`src/rtl/uart_pkg.sv`:
```
// Shared types and constants for the UART transmit arbiter slice.
package uart_pkg;

  localparam int SYS_CLOCK            = 1_000_000;
  localparam int BAUD_RATE            = 9600;
  // One stop bit's worth of system clocks.
  localparam int DEFAULT_GUARD_CYCLES = SYS_CLOCK / BAUD_RATE;

  localparam int GRANT_W = 3;

  typedef enum logic [2:0] {
    IDLE      = 3'd0,
    LAUNCH    = 3'd1,
    WAIT_BUSY = 3'd2,
    WAIT_DONE = 3'd3,
    GUARD     = 3'd4
  } state_t;

  // Width able to hold 0..max_val; never narrower than one bit.
  function automatic int cnt_width(input int max_val);
    return (max_val > 0) ? $clog2(max_val + 1) : 1;
  endfunction

endpackage

```
`src/rtl/rr_picker.sv`:
```
// Combinational round-robin selector: first set request above ptr, with wrap.
module rr_picker
  import uart_pkg::*;
#(
  parameter int NUM_REQ = 4
) (
  input  logic [NUM_REQ-1:0] req,
  input  logic [GRANT_W-1:0] ptr,
  output logic [NUM_REQ-1:0] grant,
  output logic [GRANT_W-1:0] idx,
  output logic               valid
);

  localparam int unsigned NU = NUM_REQ;

  int unsigned ptr_u;
  assign ptr_u = 32'(ptr);

  // Scan ptr+1, ptr+2, ... ptr+NUM_REQ (mod NUM_REQ); the first hit wins.
  always_comb begin
    grant = '0;
    idx   = '0;
    valid = 1'b0;
    for (int unsigned off = 1; off <= NU; off++) begin
      if (!valid && (((req >> ((ptr_u + off) % NU)) & NUM_REQ'(1)) != '0)) begin
        valid = 1'b1;
        grant = NUM_REQ'(1) << ((ptr_u + off) % NU);
        idx   = GRANT_W'((ptr_u + off) % NU);
      end
    end
  end

endmodule

```
`src/rtl/uart_tx_arbiter.sv`:
```
// Shares one uart_tx serializer between NUM_REQ byte producers, round-robin,
// with a stop-bit guard gap and a busy-handshake timeout.
module uart_tx_arbiter
  import uart_pkg::*;
#(
  parameter int NUM_REQ      = 4,
  parameter int GUARD_CYCLES = DEFAULT_GUARD_CYCLES,
  parameter int BUSY_TIMEOUT = 8
) (
  input  logic                   clk,
  input  logic                   reset_n,
  input  logic [NUM_REQ-1:0]     req,
  input  logic [8*NUM_REQ-1:0]   req_data,
  output logic [NUM_REQ-1:0]     ack,
  output logic [NUM_REQ-1:0]     done,
  output logic [GRANT_W-1:0]     grant_id,
  output logic                   active,
  output logic                   tx_send,
  output logic [7:0]             tx_data,
  input  logic                   tx_busy,
  output logic                   err_timeout
);

  localparam int GW = cnt_width(GUARD_CYCLES);
  localparam int TW = cnt_width(BUSY_TIMEOUT);

  localparam logic [GW-1:0]      GUARD_LOAD   = (GUARD_CYCLES > 0) ? GW'(GUARD_CYCLES - 1) : '0;
  localparam logic [TW-1:0]      TIMEOUT_LAST = TW'(BUSY_TIMEOUT - 1);
  localparam logic [GRANT_W-1:0] PTR_RESET    = GRANT_W'(NUM_REQ - 1);

  state_t               state, state_next;
  logic [GRANT_W-1:0]   ptr, ptr_next;
  logic [GW-1:0]        guard_cnt, guard_next;
  logic [TW-1:0]        busy_cnt, busy_next;

  logic [NUM_REQ-1:0]   ack_next, done_next;
  logic [GRANT_W-1:0]   grant_next;
  logic                 active_next, tx_send_next, err_next;
  logic [7:0]           tx_data_next;

  logic [NUM_REQ-1:0]   pick_grant;
  logic [GRANT_W-1:0]   pick_idx;
  logic                 pick_valid;
  logic [7:0]           pick_byte;
  logic [NUM_REQ-1:0]   done_onehot;

  rr_picker #(
    .NUM_REQ(NUM_REQ)
  ) u_picker (
    .req   (req),
    .ptr   (ptr),
    .grant (pick_grant),
    .idx   (pick_idx),
    .valid (pick_valid)
  );

  assign pick_byte   = 8'(req_data >> {pick_idx, 3'b000});
  assign done_onehot = NUM_REQ'(1) << grant_id;

  // State, counters and all outputs are registered; reset restores idle.
  always_ff @(posedge clk) begin
    if (!reset_n) begin
      state       <= IDLE;
      ptr         <= PTR_RESET;
      guard_cnt   <= '0;
      busy_cnt    <= '0;
      ack         <= '0;
      done        <= '0;
      grant_id    <= '0;
      active      <= 1'b0;
      tx_send     <= 1'b0;
      tx_data     <= 8'h00;
      err_timeout <= 1'b0;
    end else begin
      state       <= state_next;
      ptr         <= ptr_next;
      guard_cnt   <= guard_next;
      busy_cnt    <= busy_next;
      ack         <= ack_next;
      done        <= done_next;
      grant_id    <= grant_next;
      active      <= active_next;
      tx_send     <= tx_send_next;
      tx_data     <= tx_data_next;
      err_timeout <= err_next;
    end
  end

  // Next-state and next-output logic; pulses default low, levels hold.
  always_comb begin
    state_next   = state;
    ptr_next     = ptr;
    guard_next   = guard_cnt;
    busy_next    = busy_cnt;
    ack_next     = '0;
    done_next    = '0;
    tx_send_next = 1'b0;
    grant_next   = grant_id;
    active_next  = active;
    tx_data_next = tx_data;
    err_next     = err_timeout;

    case (state)
      IDLE: begin
        // Foreign serializer activity blocks any grant.
        if (pick_valid && !tx_busy) begin
          tx_data_next = pick_byte;
          grant_next   = pick_idx;
          ack_next     = pick_grant;
          active_next  = 1'b1;
          ptr_next     = pick_idx;
          state_next   = LAUNCH;
        end
      end
      LAUNCH: begin
        tx_send_next = 1'b1;
        busy_next    = '0;
        state_next   = WAIT_BUSY;
      end
      WAIT_BUSY: begin
        if (tx_busy) begin
          state_next = WAIT_DONE;
        end else if (busy_cnt == TIMEOUT_LAST) begin
          err_next   = 1'b1;
          done_next  = done_onehot;
          guard_next = GUARD_LOAD;
          state_next = GUARD;
        end else begin
          busy_next = busy_cnt + 1'b1;
        end
      end
      WAIT_DONE: begin
        if (!tx_busy) begin
          done_next  = done_onehot;
          guard_next = GUARD_LOAD;
          state_next = GUARD;
        end
      end
      GUARD: begin
        if (guard_cnt == '0) begin
          active_next = 1'b0;
          state_next  = IDLE;
        end else begin
          guard_next = guard_cnt - 1'b1;
        end
      end
      default: state_next = IDLE;
    endcase
  end

endmodule

```
`config.mk`:
```
export PLATFORM = sky130hd
export DESIGN_NAME = uart_tx_arbiter
export DESIGN_NICKNAME = d
export VERILOG_FILES = /design/src/rtl/uart_pkg.sv /design/src/rtl/rr_picker.sv /design/src/rtl/uart_tx_arbiter.sv
export SDC_FILE = /design/constraint.sdc
export NUM_CORES = 1
export LEC_CHECK = 0
export CAP_MARGIN = 0
export CORE_MARGIN = 2
export CORE_UTILIZATION = 62
export DETAILED_ROUTE_END_ITERATION = 8
export DONT_BUFFER_PORTS = 1
export PLACE_DENSITY_LB_ADDON = 0.25
export SYNTH_ARGS = -nofsm -noshare
export SYNTH_HDL_FRONTEND = slang
export SYNTH_SLANG_ARGS = --single-unit
export TNS_END_PERCENT = 30
```
`constraint.sdc`:
```
create_clock -name clk -period 2.8 [get_ports clk]
set_input_delay 0.7 -clock clk [delete_from_list [all_inputs] [get_ports clk]]
set_output_delay 0.7 -clock clk [all_outputs]
set_load 0.02 [all_outputs]
```
After elaboration in Yosys (flattened, before gate mapping). Index checks and enable logic that the tools add are counted.

$add $sub $neg: 6. Equality and inequality tests: 13. Shift operators: 10. Mux-type cells: 34. Bitwise operators: 1. Reduce and logical (&&, ||, !) cells: 20.

Operators by type and width (count): 2-to-1 mux 4 bit (9); >> shifter 32 x 6 -> 8 bit (1); 2-to-1 mux 7 bit (4); 2-to-1 mux 3 bit (8); case mux 7 bit (3 select lines) (1); case mux 4 bit (2 select lines) (2); left shift 1 x 2 -> 4 bit, first input constant (4); >> shifter 4 x 2 -> 1 bit (4); case mux 3 bit (5 select lines) (1); != test 2 bit, second input constant (7); AND reduction 3 bit (4); zero test 7 bit (1); 2-to-1 mux 1 bit (7); subtractor 7 x 1 -> 7 bit, second input constant (1); == test 3 x 2 -> 1 bit, second input constant (2); AND reduction 5 bit (1); adder 2 x 1 -> 2 bit, second input constant (2); adder 2 bit, second input constant (2); adder 4 x 1 -> 4 bit, second input constant (1); == test 4 x 3 -> 1 bit, second input constant (1); logical AND 1 bit (4); zero test 1 bit (4); AND reduction 4 bit (1); nonzero test 2 bit (2); 10 further kinds (10).

Flip-flop bits (word level): 38. Bits of input ports: 39. Word-level logic and storage cells: 95.

Longest topological paths before layout.
Depth in word-level cells: 15. Depth in mapped cells: 12. Gate-level depth less buffers: 8.

Hierarchy. From an unflattened synthesis, not the netlist that was laid out.

Cells, all modules: 247. Area, all modules: 2342.2 um^2.

By module, submodules not included: uart_tx_arbiter (instances 1, cells an instance 168, area an instance 1719.1 um^2); rr_picker (instances 1, cells an instance 79, area an instance 623.1 um^2).

Least setup slack after synthesis. No wires, ideal clock.

Path kind: reg2reg. Start: register ptr[0]. End: register tx_data[1]. Library setup time: 0.126 ns. Data arrival time: 2.479 ns. Setup slack: 0.195 ns. Stages on the path, launching flop included: 12. Buffers on the path: 3. Path through: dfxtp_1 -> buf_6 -> inv_1 -> ha_1 -> buf_2 -> mux4_2 -> nor2b_1 -> buf_6 -> o21a_4 -> nor2_8 -> mux2i_1 -> o211ai_2.

Cells in the longest elaborated chain, start to end: 14. Elaborated cells on any way between the ends: 25.

Ends and longest elaborated chain: from (decl) (RTL line uart_tx_arbiter.sv:32) `logic [GRANT_W-1:0] ptr, ptr_next;`; from (signal assigned) (RTL line uart_tx_arbiter.sv:76) `ptr <= ptr_next;`; branches (longest 14 deep; another with adder 2 x 1 -> 2 bit); to (signal assigned) (RTL line uart_tx_arbiter.sv:84) `tx_data <= tx_data_next;`; to (decl) (RTL line uart_tx_arbiter.sv:19) `output logic [7:0] tx_data,`.

Several ways; the timed one is not identified. A chain may end at the register's enable or synchronous reset.

Final worst setup path.
Start: register ptr[1]. End: register tx_data[5].

Same word-level chain as after synthesis.

==> results.tsv <==
stage	metric	value	unit
clock_network	CTS sink count	37	
setup_path	FF-to-FF Start	ptr[1]	
place	dpl hpwl	3440	um
setup_path	Max FO, Critical Path	7	
power_and_ir_drop	switching share of power	36.8	%
drt	antenna-violating nets left	0	
drt	Routed WL per cell	15.2	um
finish	post-route cell area	0.00234	mm^2
setup_path	Crit. End Element	flop	
outcome	status	complete, no violations	
finish	FF/Latch Area	741	um^2
logic_synthesis	async set-or-reset flop fraction in the synthesized netlist	0	%
job	total of max-cap violations	0	
global_routing	initial antenna violation count	0	
setup_path	Req. time, crit path	3070	ps
setup_path	Worst setup SP type	flop	
floorplan	DIE AREA	0.00410	mm^2
drt	Via-to-Cell Ratio	5.90	
setup_path	slowest CP cell	ha_1	
floorplan	Core ar.	0.00339	mm^2
setup_path	CP Class	flop to flop	
clock_network	hold buffer count at CTS	0	
place	dpl cell area	0.00225	mm^2
global_routing	GR Util All Layers	24.1	%
floorplan	Initial Utilization	65.9	%
floorplan	boundary pin count	61	
timing	Setup TNS	0	ps
logic_synthesis	cell count after synthesis	252	
global_routing	largest net degree at the start of global routing	15	
timing	RSZ-0062 raised after global routing	false	
clock_network	Clk Latency, worst-skew pair	340	ps
clock_network	Num CTS Buffers	5	
clock_network	Clk pin slew, worst setup/hold paths	110	ps
clock_network	clock buffer depth	2	
power_and_ir_drop	total power	1.67	mW
power_and_ir_drop	peak supply drop	416	uV
place	Port-buffer cells	0	
finish	layout cell share with drive strength beyond 1	13.0	%
setup_path	CP cell instances	inv_1 > ha_1 > mux4_2 > nand2b_1 > a21oi_2 > o21ai_0 > a211o_1 > o211ai_2	
drt	initial DRC count	77	
place	placed cells	292	
logic_synthesis	number of synthesized flops with an enable pin	0	
timing	Slew Limit Headroom	64.2	%
global_routing	vias in the first global route	1734	
setup_path	worst endpoint data arrival time	2710	ps
finish	ant diodes	0	
timing	fin crit share	87.2	%
timing	max-slew violation count	0	
logic_synthesis	post-synthesis sequential area ratio	33.2	%
timing	# setup viols final	0	
power_and_ir_drop	Reg power frac	39.9	%
finish	Final Non-Filler Cells	300	
finish	multi-input logic area	0.00138	mm^2
setup_path	Worst path top cell family by delay	compound AO/OA/AOI/OAI gates	
logic_synthesis	Post-Synthesis Cell Area	0.00223	mm^2
logic_synthesis	Synth Net Count	302	
floorplan	Die Y	64	um
setup_path	Critical Path Start	ptr[1]	
global_routing	first-pass GRT wire length	7760	um
drt	WL final	4570	um
logic_synthesis	ys flop type	dfxtp_1	
global_routing	total grt overflow	0	
drt	drt drc	0	
worst_hold_path	Worst Min Path Start	reset_n	
drt	via count	1769	
logic_synthesis	syn_area_per_cell	8.86	um^2
logic_synthesis	Yosys reg bits	37	
power_and_ir_drop	leakage	0.955	nW
finish	Nets	303	
power_and_ir_drop	Power Dens Cells	714	mW/mm^2
power_and_ir_drop	combinational share of power	36.9	%
power_and_ir_drop	Int Pwr	1.06	mW
timing	clk_skew	9.38	ps
setup_path	CP bufs+invs	1	
place	Placer Congestion	0.809	
timing	min cycle time layout	2440	ps
timing	Final Hold Viols	0	
logic_synthesis	warnings from Yosys	0	
floorplan	num rows	21	
timing	worst slew pin tran	535	ps
power_and_ir_drop	Net Switching	614	uW
clock_network	CTS tree	built	
worst_hold_path	Hold Crit Class	primary input to flop	
floorplan	Die W	64	um
setup_path	max incr delay on CP	480	ps
clock_network	post-CTS setup repair buffer count	0	
clock_network	PostCTS Resize Cnt	0	
timing	Max Clock Freq	410	MHz
finish	Area Growth Syn to Fin	4.76	%
clock_network	Clk Tree Root Cell	clkbuf_4	
clock_network	htree depth	2	
finish	Fill cells	279	
drt	DRT Pass-1 Iters	4	
logic_synthesis	synth unique cells	49	
power_and_ir_drop	clock power share	23.2	%
-- per-stage QoR --
stage	hold WS, ps	utilization [%]	setup slack [ps]
4_1_cts	403	69.0	370
3_3_place_gp	482	66.5	355
6_report	410	69.0	358
5_1_grt	405	69.0	211
2_1_floorplan	457	-	195
3_5_place_dp	486	66.5	336
-- state kept, by name, indices dropped and copies added (netlist names) --
name	cells
ack	4
active	1
busy_cnt	4
done	4
err_timeout	1
grant_id	2
guard_cnt	7
ptr	2
state	3
tx_data	8
tx_send	1
-- power groups by stage --
stage          logic [mW]  registers (mW)  clock network, mW
6_report            0.616           0.666              0.388
5_1_grt             0.688           0.672              0.414
4_1_cts             0.617           0.667              0.396
3_5_place_dp        0.615           0.678                  0
3_3_place_gp        0.603           0.677                  0
2_1_floorplan       0.530           0.672                  0
-- final cells by class --
| type | count | area share [%] |
|---|---|---|
| Clock buffer | 7 | 2.35 |
| Clock inverter | 1 | 1.28 |
| Inverter | 8 | 1.28 |
| Multi-Input combinational cell | 195 | 59.0 |
| Sequential cell | 37 | 31.7 |
| Tap cell | 46 | 2.46 |
| Timing Repair Buffer | 6 | 1.93 |
-- logic make-up (layout without fill, tap and decap cells) --
group                    Yosys count  in the layout  share of synthesized area [%]
adder cells (fa/ha/maj)           11             11                           6.17
AND/OR/NAND/NOR                   97             97                           20.7
other                              1              1                          0.168
AO/OA/AOI/OAI                     59             59                           21.4
XOR/XNOR                           8              8                           3.14
multiplexers                      19             19                           10.3
buffers and inverters             20             22                           4.99
flip-flops                        37             37                           33.2
-- worst reg2reg max path: stages, from the launching register on --
cell      delay (ps)
dfxtp_1          340
inv_1             80
ha_1             480
mux4_2           370
nand2b_1         220
a21oi_2          390
o21ai_0          140
a211o_1          290
o211ai_2          80
-- cell usage in the layout (no fill, tap or decap), types with 4 or more instances in the layout --
cell type  netlist  routed
dfxtp_1         37      37
nor2_1          35      35
nand2_1         23      23
mux2i_1         15      15
o21ai_0         11      11
ha_1            11      11
nand3_1         10      10
o211ai_2         8       8
nor3_1           7       7
inv_1            6       6
buf_4            3       6
a211o_1          5       5
a21oi_1          5       5
clkbuf_4         0       5
xnor2_1          4       4
nand2b_1         4       4
a22oi_1          4       4
a221oi_1         4       4
xor2_1           4       4
-- final timing paths --
kind	end	slack (ps)	cells after the start
setup / recovery	tx_data[5]	360	8
hold / removal	ptr[0]	410	1
setup reg to reg	tx_data[5]	360	8
hold reg to reg	busy_cnt[0]	500	2
-- synthesized netlist by cell type (2+ instances only) --
| cell type | number | share of area (%) |
|---|---|---|
| clkinv_1 | 2 | 0.34 |
| nor3_1 | 7 | 1.6 |
| clkbuf_1 | 4 | 0.67 |
| xnor2_1 | 4 | 1.6 |
| and2_1 | 2 | 0.56 |
| a21oi_1 | 5 | 1.1 |
| mux2i_1 | 15 | 6.7 |
| o211ai_2 | 8 | 4.5 |
| nor4_1 | 2 | 0.56 |
| nor2b_1 | 2 | 0.56 |
| dfxtp_1 | 37 | 33 |
| o311ai_0 | 2 | 0.78 |
| nand2b_1 | 4 | 1.1 |
| buf_6 | 3 | 1.5 |
| buf_2 | 2 | 0.45 |
| a22oi_1 | 4 | 1.3 |
| nand3_1 | 10 | 2.2 |
| buf_4 | 3 | 1.0 |
| xor2_1 | 4 | 1.6 |
| and3b_1 | 2 | 0.78 |
| a21oi_2 | 2 | 0.78 |
| nand2_1 | 23 | 3.9 |
| mux4_2 | 3 | 3.0 |
| ha_1 | 11 | 6.2 |
| inv_1 | 6 | 1.0 |
| o21ai_1 | 3 | 0.67 |
| a221oi_1 | 4 | 1.6 |
| nand3b_1 | 2 | 0.67 |
| a21boi_0 | 3 | 1.0 |
| o21ai_0 | 11 | 2.5 |
| o21a_1 | 3 | 1.0 |
| or3_1 | 2 | 0.56 |
| nor2_1 | 35 | 5.9 |
| a211o_1 | 5 | 2.0 |
| and3_1 | 3 | 0.84 |
-- routing by layer --
metal,GRT usage [%],share of wire [%]
met1,29.4,43
met2,40.4,50
met3,5.99,5.7
met4,9.78,1.6
met5,0,0
(Power assumes the default switching activity.)
